<file path="config.mk">
export PLATFORM = sky130hd
export DESIGN_NAME = rom_port_arbiter
export DESIGN_NICKNAME = d
export VERILOG_FILES = /design/src/rtl/rom_pkg.sv /design/src/rtl/rom_port_arbiter_rr_arb2.sv /design/src/rtl/rom_port_arbiter.sv
export SDC_FILE = /design/constraint.sdc
export NUM_CORES = 1
export LEC_CHECK = 0
export BUFFER_PORTS_ARGS = -buffer_cell sky130_fd_sc_hd__clkbuf_2
export CORE_MARGIN = 2
export CORE_UTILIZATION = 47
export DETAILED_ROUTE_END_ITERATION = 10
export GPL_ROUTABILITY_DRIVEN = 0
export PLACE_DENSITY_LB_ADDON = 0.2
export SKIP_LAST_GASP = 1
export SLEW_MARGIN = 25
export SYNTH_ARGS = -nofsm -noshare
export SYNTH_HDL_FRONTEND = slang
export SYNTH_SLANG_ARGS = --single-unit
</file>
<file path="constraint.sdc">
create_clock -name clk -period 1.92 [get_ports clk]
set_clock_uncertainty 0.15 [all_clocks]
set_input_delay 0.192 -clock clk [delete_from_list [all_inputs] [get_ports clk]]
set_output_delay 0.192 -clock clk [all_outputs]
set_load 0.01 [all_outputs]
</file>
<file path="src/rtl/rom_pkg.sv">
// Shared definitions for the instruction ROM and the blocks that read it.
package rom_pkg;

  localparam int ROM_DATA_W = 29;
  localparam int ROM_ADDR_W = 11;

  typedef enum logic {
    OWN_CPU = 1'b0,
    OWN_DBG = 1'b1
  } owner_e;

endpackage

</file>
<file path="src/rtl/rom_port_arbiter_rr_arb2.sv">
// Two-input picker: fixed CPU priority or alternate-on-conflict, one-hot grant.
// Bit 0 of req/gnt is the CPU and bit 1 is the debug port.
module rr_arb2
  import rom_pkg::*;
#(
  parameter int FIXED_PRIO = 0
) (
  input  logic       clk,
  input  logic       rst,
  input  logic [1:0] req,
  output logic [1:0] gnt
);

  owner_e last_owner;

  // Grant is purely a function of the requests and who won the last conflict.
  always_comb begin
    gnt = 2'b00;
    if (rst) begin
      gnt = 2'b00;
    end else if (req == 2'b11) begin
      if (FIXED_PRIO != 0 || last_owner == OWN_DBG) begin
        gnt = 2'b01;
      end else begin
        gnt = 2'b10;
      end
    end else begin
      gnt = req;
    end
  end

  // Remember the conflict winner only; a lone requester does not shift fairness.
  always_ff @(posedge clk or posedge rst) begin
    if (rst) begin
      last_owner <= OWN_DBG;
    end else if (req == 2'b11) begin
      last_owner <= gnt[0] ? OWN_CPU : OWN_DBG;
    end
  end

endmodule

</file>
<file path="src/rtl/rom_port_arbiter.sv">
// Shares the single ROM read port between CPU fetch and debug readback.
// Stage 1 registers the winning address, stage 2 registers the ROM word
// into the owner's data register and pulses that owner's valid.
module rom_port_arbiter
  import rom_pkg::*;
#(
  parameter int DATA_W     = ROM_DATA_W,
  parameter int ADDR_W     = ROM_ADDR_W,
  parameter int FIXED_PRIO = 0
) (
  input  logic              clk,
  input  logic              rst,
  input  logic              cpu_req,
  input  logic [ADDR_W-1:0] cpu_addr,
  output logic              cpu_gnt,
  input  logic              cpu_flush,
  output logic              cpu_valid,
  output logic [DATA_W-1:0] cpu_data,
  input  logic              dbg_req,
  input  logic [ADDR_W-1:0] dbg_addr,
  output logic              dbg_gnt,
  output logic              dbg_valid,
  output logic [DATA_W-1:0] dbg_data,
  output logic [ADDR_W-1:0] rom_addr,
  input  logic [DATA_W-1:0] rom_data
);

  logic [1:0] gnt;
  logic       s1_vld;
  owner_e     s1_own;
  logic       cpu_take;
  logic       dbg_take;

  rr_arb2 #(
    .FIXED_PRIO(FIXED_PRIO)
  ) u_arb (
    .clk(clk),
    .rst(rst),
    .req({dbg_req, cpu_req}),
    .gnt(gnt)
  );

  assign cpu_gnt = gnt[0];
  assign dbg_gnt = gnt[1];

  // A flush kills the CPU read leaving stage 1 at this edge; a CPU grant made
  // at the same edge is newer than the flush and goes ahead untouched.
  assign cpu_take = s1_vld && (s1_own == OWN_CPU) && !cpu_flush;
  assign dbg_take = s1_vld && (s1_own == OWN_DBG);

  // Stage 1: capture the winner's address; the address holds when idle.
  always_ff @(posedge clk or posedge rst) begin
    if (rst) begin
      rom_addr <= '0;
      s1_vld   <= 1'b0;
      s1_own   <= OWN_CPU;
    end else begin
      s1_vld <= |gnt;
      if (gnt[0]) begin
        rom_addr <= cpu_addr;
        s1_own   <= OWN_CPU;
      end else if (gnt[1]) begin
        rom_addr <= dbg_addr;
        s1_own   <= OWN_DBG;
      end
    end
  end

  // Stage 2: register the ROM word for its owner; the other port keeps its data.
  always_ff @(posedge clk or posedge rst) begin
    if (rst) begin
      cpu_valid <= 1'b0;
      dbg_valid <= 1'b0;
      cpu_data  <= '0;
      dbg_data  <= '0;
    end else begin
      cpu_valid <= cpu_take;
      dbg_valid <= dbg_take;
      if (cpu_take) begin
        cpu_data <= rom_data;
      end
      if (dbg_take) begin
        dbg_data <= rom_data;
      end
    end
  end

endmodule

</file>
==> impl_results.html, run 1 <==
<table>
<tr><th>Metric</th><th>Value</th></tr>
<tr><th colspan="2">Setup path</th></tr>
<tr><td>Most frequent CP cell</td><td>clkbuf_2</td></tr>
<tr><td>Peak per-stage delay on the critical path</td><td>0.55 ns</td></tr>
<tr><td>Maximum net fanout on the critical path</td><td>5</td></tr>
<tr><td>Endpoint of the worst-slack reg-to-reg timing path</td><td>cpu_data[25]</td></tr>
<tr><td>Element type at the critical path start</td><td>input port</td></tr>
<tr><td>Start of the worst register-to-register path</td><td>s1_own</td></tr>
<tr><td>Reg2reg setup slack</td><td>0.39 ns</td></tr>
<tr><td>Worst path slowest cell</td><td>dlygate4sd3_1</td></tr>
<tr><td>Arrival time at the worst endpoint</td><td>approximately 1.5 ns</td></tr>
<tr><td>Reg2Reg Depth</td><td>3</td></tr>
<tr><td>CP delay by family, top</td><td>buffers and inverters</td></tr>
<tr><td>Critical path class</td><td>in2out</td></tr>
<tr><td>Critical path buffer and inverter count</td><td>3</td></tr>
<tr><td>Critical path endpoint category</td><td>output pin</td></tr>
<tr><td>Critical path, cell by cell</td><td>dlygate4sd3_1 -&gt; clkbuf_2 -&gt; a211oi_1 -&gt; clkbuf_2</td></tr>
<tr><td>Crit path required time</td><td>1.58 ns</td></tr>
<tr><th colspan="2">Routing</th></tr>
<tr><td>Total length of routed wires</td><td>approximately 7600 um</td></tr>
<tr><td>Average wire length per cell after detail routing</td><td>~16 um</td></tr>
<tr><td>Number of DRC violations after detailed-routing iteration 0</td><td>78</td></tr>
<tr><td>Vias per std cell</td><td>about 5.3</td></tr>
<tr><td>Vias after detailed routing</td><td>2464</td></tr>
<tr><td>Detail Route Antenna Nets</td><td>0</td></tr>
<tr><td>First-pass iteration count of the detailed router</td><td>4</td></tr>
<tr><td>DRC</td><td>0</td></tr>
<tr><th colspan="2">Floorplan</th></tr>
<tr><td>Row count</td><td>28</td></tr>
<tr><td>DIE WIDTH</td><td>about 83 um</td></tr>
<tr><td>Overall die height</td><td>83.3 um</td></tr>
<tr><td>Number of top-level design ports</td><td>129</td></tr>
<tr><td>Floorplan die area</td><td>~7000 um^2</td></tr>
<tr><td>Initial core utilization</td><td>between 40% and 50%</td></tr>
<tr><td>Core region area</td><td>5990 um^2</td></tr>
<tr><th colspan="2">Cells and area</th></tr>
<tr><td>Share of cells above drive strength 1</td><td>a little over half</td></tr>
<tr><td># diodes</td><td>0</td></tr>
<tr><td>Synth-to-layout area growth</td><td>48.5%</td></tr>
<tr><td>Most common library cell in the layout ignoring fill and taps</td><td>clkbuf_2</td></tr>
<tr><td>Net count of the finished layout</td><td>445</td></tr>
<tr><td>Count of filler cells inserted in the layout</td><td>419</td></tr>
<tr><td>Most frequent cells in the layout</td><td>clkbuf_2 (128), dfrtp_1 (73), mux2_2 (57)</td></tr>
<tr><td>Final design utilization</td><td>approximately 73%</td></tr>
<tr><th colspan="2">Pwr</th></tr>
<tr><td>Power per cell area</td><td>1110 nW/um^2</td></tr>
<tr><td>Leakage power</td><td>approximately 2.1 nW</td></tr>
<tr><td>Peak supply drop</td><td>approximately 0.8 mV</td></tr>
<tr><th colspan="2">Yosys</th></tr>
<tr><td>Total number of yosys warnings</td><td>0</td></tr>
<tr><td>Post-Synthesis Cells</td><td>204</td></tr>
<tr><td>Count of different cell masters after synthesis</td><td>21</td></tr>
<tr><td>Number of flip-flops and latches in the synthesized netlist</td><td>74</td></tr>
<tr><td>Largest area contributor in the synthesized netlist</td><td>dfrtp_1</td></tr>
<tr><td>Main area contributors after synthesis</td><td>dfrtp_1 (62%), mux2_2 (22%), o2111ai_1 (3.3%), a31oi_1 (2.5%), o21ai_0 (1.9%)</td></tr>
<tr><td>Syn Nets</td><td>260</td></tr>
<tr><td>Area of the mapped netlist</td><td>2960 um^2</td></tr>
<tr><td>Sequential element share of the synthesized area</td><td>between 60 and 70%</td></tr>
<tr><td>Average footprint of a synthesized cell</td><td>14.5 um^2</td></tr>
<tr><td>Share of Yosys cell area claimed by the top area cell type</td><td>61.8%</td></tr>
<tr><th colspan="2">Place</th></tr>
<tr><td>IO buf count</td><td>128</td></tr>
<tr><td>Hpwl dp</td><td>4690 um</td></tr>
<tr><th colspan="2">Timing</th></tr>
<tr><td>Pin slew with the least headroom to its limit</td><td>slightly above 0.6 ns</td></tr>
<tr><td>Achievable clock frequency</td><td>0.557 GHz</td></tr>
<tr><td>Worst-case headroom to the max-slew limit</td><td>between 50% and 60%</td></tr>
<tr><td>Number of hold violations in the final report</td><td>0</td></tr>
<tr><td>Setup TNS</td><td>0 ns</td></tr>
<tr><td>Final setup violation count</td><td>0</td></tr>
<tr><td>Clock period minus worst slack</td><td>1.79 ns</td></tr>
<tr><td>Unrepaired setup endpoints after global routing</td><td>no</td></tr>
<tr><td>Final period utilization</td><td>93.4%</td></tr>
<tr><td>Count of pins over their slew limit</td><td>0</td></tr>
<tr><th colspan="2">Clock network</th></tr>
<tr><td>Sinks on the clock net</td><td>74</td></tr>
<tr><td>Cell at the root of the clock tree</td><td>clkbuf_8</td></tr>
<tr><td>Inserted Clock Buffers</td><td>9</td></tr>
<tr><td>Insertion delay of the later-clocked pin in the worst-skew pair</td><td>roughly 0.33 ns</td></tr>
<tr><td>Reg clk slew, reported paths</td><td>roughly 0.07 ns</td></tr>
<tr><td>H-tree Lvls</td><td>3</td></tr>
<tr><td>Maximum buffer depth of the clock tree</td><td>2</td></tr>
<tr><td>TritonCTS clock tree</td><td>yes</td></tr>
<tr><th colspan="2">GRT</th></tr>
<tr><td>Wire length of the first global-routing pass</td><td>12600 um</td></tr>
<tr><td>Total routing usage reported by global routing</td><td>22.8%</td></tr>
<tr><td>Number of antenna violations at the first check in global routing</td><td>0</td></tr>
<tr><td>Grt ovf</td><td>0</td></tr>
<tr><td>Pin count of the biggest net entering global routing</td><td>51</td></tr>
<tr><td>Via count of the first global-routing pass</td><td>2560</td></tr>
<tr><th colspan="2">Flow run</th></tr>
<tr><td>Max-capacitance violation count</td><td>0</td></tr>
<tr><th colspan="2">Worst hold path</th></tr>
<tr><td>WHS Endpoint</td><td>rom_addr[10]</td></tr>
<tr><td>Path type of the worst min-delay path</td><td>in2reg</td></tr>
<tr><td>Hold Path Origin</td><td>cpu_addr[10]</td></tr>
<tr><td>Number of cells on the worst hold path</td><td>3</td></tr>
<tr><th colspan="2">Run status</th></tr>
<tr><td>Result of the run</td><td>finished clean</td></tr>
</table>
==> per-stage QoR <==
step                      hold slack, ns  power [mW]  worst slack, ns  instance area (um^2)  instances
final                             0.0377        4.87            0.126                  4390        469
after global routing              0.0270        5.15           0.0295                  4390        469
after CTS                        0.00673        4.90           0.0421                  4370        467
after detailed placement          0.0540        3.58            0.397                  3640        399
after global placement            0.0468        3.52            0.415                  3640        399
after floorplan                    0.112        2.95            0.407                  2960        204
==> synth_stat cells (all sizes together) <==
library cell / number
dfrtp: 73
mux2: 58
buf: 14
a31oi: 12
nor2: 12
o2111ai: 11
o21ai: 11
inv: 3
nor2b: 2
a211oi: 1
a21oi: 1
dfstp: 1
nand2: 1
nand2b: 1
nor3b: 1
o21ba: 1
o22a: 1
==> kinds of logic (layout without fill, tap and decap cells) <==
group | after synthesis | count (layout) | share of synthesized area (%)
buffers and inverters | 17 | 207 | 3.55
DFF | 74 | 74 | 62.6
and+or+nand+nor | 17 | 17 | 3.00
AOI/OAI and AO/OA | 38 | 38 | 8.71
muxes | 58 | 58 | 22.1
==> worst min-delay path, cell delays in order <==
cell,delay (ns)
clkbuf_2,0.09
o2111ai_1,0.10
a31oi_1,0.10
==> how the worst max path moves through the flow <==
stage	start	to	slack [ns]	cells past startpoint
after floorplan	rst	rom_addr[10]	0.41	4
after global placement	s1_own	cpu_data[3]	0.41	3
after detailed placement	s1_own	cpu_data[5]	0.40	3
after CTS	rst	cpu_gnt	0.04	5
after global routing	u_arb.last_owner	cpu_gnt	0.03	3
final	rst	dbg_gnt	0.13	4
==> metal layers <==
layer / GRT usage, % / wire length, um / vias to the layer above
li1: - / - / 1120
met1: 27.8 / 2930 / 1215
met2: 39.1 / 4090 / 112
met3: 4.77 / 464 / 17
met4: 9.84 / 166 / 0
met5: 0 / 0 / -
==> power breakdown <==
part	internal (mW)	total (mW)	switching, mW
sequential	1.99	2.23	0.241
combinational	0.744	1.41	0.666
clock	0.673	1.23	0.555
total	3.41	4.87	1.46
==> registers in the layout, indices dropped and copies added (netlist names) <==
| name | count |
|---|---|
| s1_vld | 1 |
| u_arb.last_owner | 1 |
| dbg_data | 29 |
| dbg_valid | 1 |
| cpu_valid | 1 |
| cpu_data | 29 |
| rom_addr | 11 |
| s1_own | 1 |
==> cell type report <==
class | instances | area (um^2) | share of cell area, %
Clock buffer | 12 | 155 | 3.53
Clock inverter | 4 | 48.8 | 1.11
Inverter | 3 | 12.5 | 0.285
Multi-Input combinational cell | 113 | 1010 | 22.9
Sequential cell | 74 | 1850 | 42.2
Tap cell | 75 | 93.8 | 2.14
Timing Repair Buffer | 188 | 1220 | 27.8
==> what timing repair did <==
action	in CTS	in global routing
endpoints found under the hold margin	80	0
endpoints found under the setup margin	0	1
hold buffers	52	0
setup buffers	0	2
gates resized for setup	0	2
No activity file was read; power rests on OpenSTA's default activity.
==> run 2, diff against run 1 <==
Settings changed: CELL_PAD_IN_SITES_DETAIL_PLACEMENT from default to 0, CELL_PAD_IN_SITES_GLOBAL_PLACEMENT from default to 1, CORE_UTILIZATION 47 to 37.
==> impl_results.html, run 2 (synthesized netlist as in run 1, its figures left out) <==
<table>
<tr><th>Metric</th><th>Value</th></tr>
<tr><th colspan="2">Run status</th></tr>
<tr><td>Result of the run</td><td>finished clean (unchanged)</td></tr>
<tr><th colspan="2">GRT</th></tr>
<tr><td>Via count of the first global-routing pass</td><td>2203 (was 2560)</td></tr>
<tr><td>Number of antenna violations at the first check in global routing</td><td>0 (unchanged)</td></tr>
<tr><td>Wire length of the first global-routing pass</td><td>10900 um (was 12600 um)</td></tr>
<tr><td>Pin count of the biggest net entering global routing</td><td>45 (was 51)</td></tr>
<tr><td>Grt ovf</td><td>0 (unchanged)</td></tr>
<tr><td>Total routing usage reported by global routing</td><td>16.1% (was 22.8%)</td></tr>
<tr><th colspan="2">Clock network</th></tr>
<tr><td>Inserted Clock Buffers</td><td>9 (unchanged)</td></tr>
<tr><td>Insertion delay of the later-clocked pin in the worst-skew pair</td><td>0.33 ns (about the same)</td></tr>
<tr><td>H-tree Lvls</td><td>3 (unchanged)</td></tr>
<tr><td>Buffers inserted during post-CTS setup optimization</td><td>0 (unchanged)</td></tr>
<tr><td>Sinks on the clock net</td><td>74 (unchanged)</td></tr>
<tr><td>Reg clk slew, reported paths</td><td>0.07 ns (about the same)</td></tr>
<tr><td>Cell at the root of the clock tree</td><td>clkbuf_8 (unchanged)</td></tr>
<tr><td>Maximum buffer depth of the clock tree</td><td>2 (unchanged)</td></tr>
<tr><td>TritonCTS clock tree</td><td>yes (unchanged)</td></tr>
<tr><th colspan="2">Timing</th></tr>
<tr><td>Setup TNS</td><td>0 ns (unchanged)</td></tr>
<tr><td>Clock period minus worst slack</td><td>1.83 ns (was 1.79 ns)</td></tr>
<tr><td>Unrepaired setup endpoints after global routing</td><td>no (unchanged)</td></tr>
<tr><td>Count of pins over their slew limit</td><td>0 (unchanged)</td></tr>
<tr><td>Pin slew with the least headroom to its limit</td><td>0.553 ns (was 0.608 ns)</td></tr>
<tr><td>Worst-case headroom to the max-slew limit</td><td>63.1% (was 59.4%)</td></tr>
<tr><td>Achievable clock frequency</td><td>0.548 GHz (was 0.557 GHz)</td></tr>
<tr><td>Final setup violation count</td><td>0 (unchanged)</td></tr>
<tr><td>Final period utilization</td><td>95.1% (was 93.4%)</td></tr>
<tr><td>Number of hold violations in the final report</td><td>0 (unchanged)</td></tr>
<tr><th colspan="2">Cells and area</th></tr>
<tr><td>Multi-input gate area in the final layout</td><td>1010 um^2 (unchanged)</td></tr>
<tr><td>Synth-to-layout area growth</td><td>50.3% (was 48.5%)</td></tr>
<tr><td>Most frequent cells in the layout</td><td>clkbuf_2 (128), dfrtp_1 (73), mux2_2 (57) (unchanged)</td></tr>
<tr><td># diodes</td><td>0 (unchanged)</td></tr>
<tr><td>Most common library cell in the layout ignoring fill and taps</td><td>clkbuf_2 (unchanged)</td></tr>
<tr><td>Net count of the finished layout</td><td>444 (was 445)</td></tr>
<tr><td>Share of cells above drive strength 1</td><td>54.2% (was 54.3%)</td></tr>
<tr><td>Biggest registers after layout</td><td>cpu_data (29), dbg_data (29), rom_addr (11) (unchanged)</td></tr>
<tr><td>Non-filler instance count after layout</td><td>495 (was 469)</td></tr>
<tr><td>Seq. cell area</td><td>1860 um^2 (was 1850 um^2)</td></tr>
<tr><td>Count of filler cells inserted in the layout</td><td>666 (was 419)</td></tr>
<tr><th colspan="2">Place</th></tr>
<tr><td>IO buf count</td><td>128 (unchanged)</td></tr>
<tr><td>Cell Count Post-Placement</td><td>426 (was 399)</td></tr>
<tr><td>Hpwl dp</td><td>4610 um (was 4690 um)</td></tr>
<tr><th colspan="2">Setup path</th></tr>
<tr><td>Arrival time at the worst endpoint</td><td>1.48 ns (was 1.45 ns)</td></tr>
<tr><td>Critical path class</td><td>reg2out (was in2out)</td></tr>
<tr><td>Maximum net fanout on the critical path</td><td>15 (was 5)</td></tr>
<tr><td>Crit path required time</td><td>1.58 ns (about the same)</td></tr>
<tr><td>Element type at the critical path start</td><td>flop (was input port)</td></tr>
<tr><td>Critical path endpoint category</td><td>output pin (unchanged)</td></tr>
<tr><th colspan="2">Routing</th></tr>
<tr><td>Vias per std cell</td><td>4.72 (was 5.25)</td></tr>
<tr><td>DRC</td><td>0 (unchanged)</td></tr>
<tr><td>Average wire length per cell after detail routing</td><td>13.8 um (was 16.3 um)</td></tr>
<tr><td>First-pass iteration count of the detailed router</td><td>4 (unchanged)</td></tr>
<tr><td>Number of DRC violations after detailed-routing iteration 0</td><td>39 (was 78)</td></tr>
<tr><td>Detail Route Antenna Nets</td><td>0 (unchanged)</td></tr>
<tr><td>Total length of routed wires</td><td>6840 um (was 7650 um)</td></tr>
<tr><td>Vias after detailed routing</td><td>2336 (was 2464)</td></tr>
<tr><th colspan="2">Floorplan</th></tr>
<tr><td>Core region area</td><td>7730 um^2 (was 5990 um^2)</td></tr>
<tr><td>DIE WIDTH</td><td>93.4 um (was 83.3 um)</td></tr>
<tr><td>Number of top-level design ports</td><td>129 (unchanged)</td></tr>
<tr><td>Row count</td><td>32 (was 28)</td></tr>
<tr><td>Initial core utilization</td><td>38.3% (was 49.4%)</td></tr>
<tr><td>Overall die height</td><td>93.4 um (was 83.3 um)</td></tr>
<tr><td>Floorplan die area</td><td>8730 um^2 (was 6940 um^2)</td></tr>
<tr><th colspan="2">Pwr</th></tr>
<tr><td>Leakage power</td><td>2.09 nW (was 2.10 nW)</td></tr>
<tr><td>Peak supply drop</td><td>0.454 mV (was 0.796 mV)</td></tr>
<tr><td>Power per cell area</td><td>1110 nW/um^2 (about the same)</td></tr>
<tr><th colspan="2">Worst hold path</th></tr>
<tr><td>Path type of the worst min-delay path</td><td>in2reg (unchanged)</td></tr>
<tr><th colspan="2">Flow run</th></tr>
<tr><td>Max-capacitance violation count</td><td>0 (unchanged)</td></tr>
</table>
## run 2: repair_timing
action	in CTS	in global routing
resized for setup	0	3
setup endpoints to repair	0	1
hold buffers	53	0
hold endpoints to repair	99	0
## run 2: path summary, 6_finish.rpt
check                                       from                to  slack, ns  depth (start not counted)
worst max-delay path            u_arb.last_owner           dbg_gnt       0.09                          2
worst min-delay path                     dbg_req  u_arb.last_owner       0.03                          3
worst max register to register            s1_own      cpu_data[24]       0.40                          3
worst min register to register      cpu_data[14]      cpu_data[14]       0.35                          1
max in group asynchronous                    rst      cpu_data[14]       0.62                          4
min in group asynchronous                    rst       rom_addr[9]       0.20                          3
## run 2: metal layers
metal | global-route usage [%] | vias to the layer above | wire (um)
li1 | - | 1118 | -
met1 | 21.7 | 1130 | 3070
met2 | 24.6 | 77 | 3220
met3 | 3.30 | 11 | 399
met4 | 7.84 | 0 | 149
met5 | 0 | - | 0
## run 2: final cells by class
| cell class | instances | share of cell area [%] |
|---|---|---|
| flip-flops and latches | 74 | 41.8 |
| clock buffers | 10 | 3.10 |
| inverters | 3 | 0.281 |
| well taps | 102 | 2.87 |
| repair buffers | 187 | 27.3 |
| multi-input cells | 113 | 22.7 |
| clock inverters | 6 | 2.00 |
## run 2: power by group
part           switching, mW  total, mW  internal (mW)
Clock                  0.575       1.34          0.769
Sequential             0.232       2.23           1.99
Combinational          0.632       1.37          0.737
## run 2: worst max-delay path, cell delays in order, from the launching register on
cell and delay, ns:
dfstp_4 0.54, a211oi_1 0.40, clkbuf_2 0.21
## run 2: stage by stage
step                hold WS (ns)  util [%]  setup WS (ns)  power, mW  instance area (um^2)
floorplan                  0.112         -          0.407       2.95                  2960
global placement        -0.00684      47.6          0.410       3.54                  3680
detailed placement      -0.00183      47.6          0.380       3.57                  3680
CTS                      0.00271      57.4         0.0235       5.00                  4440
global route              0.0615      57.5        0.00502       5.22                  4450
finish                    0.0252      57.5         0.0942       4.94                  4450
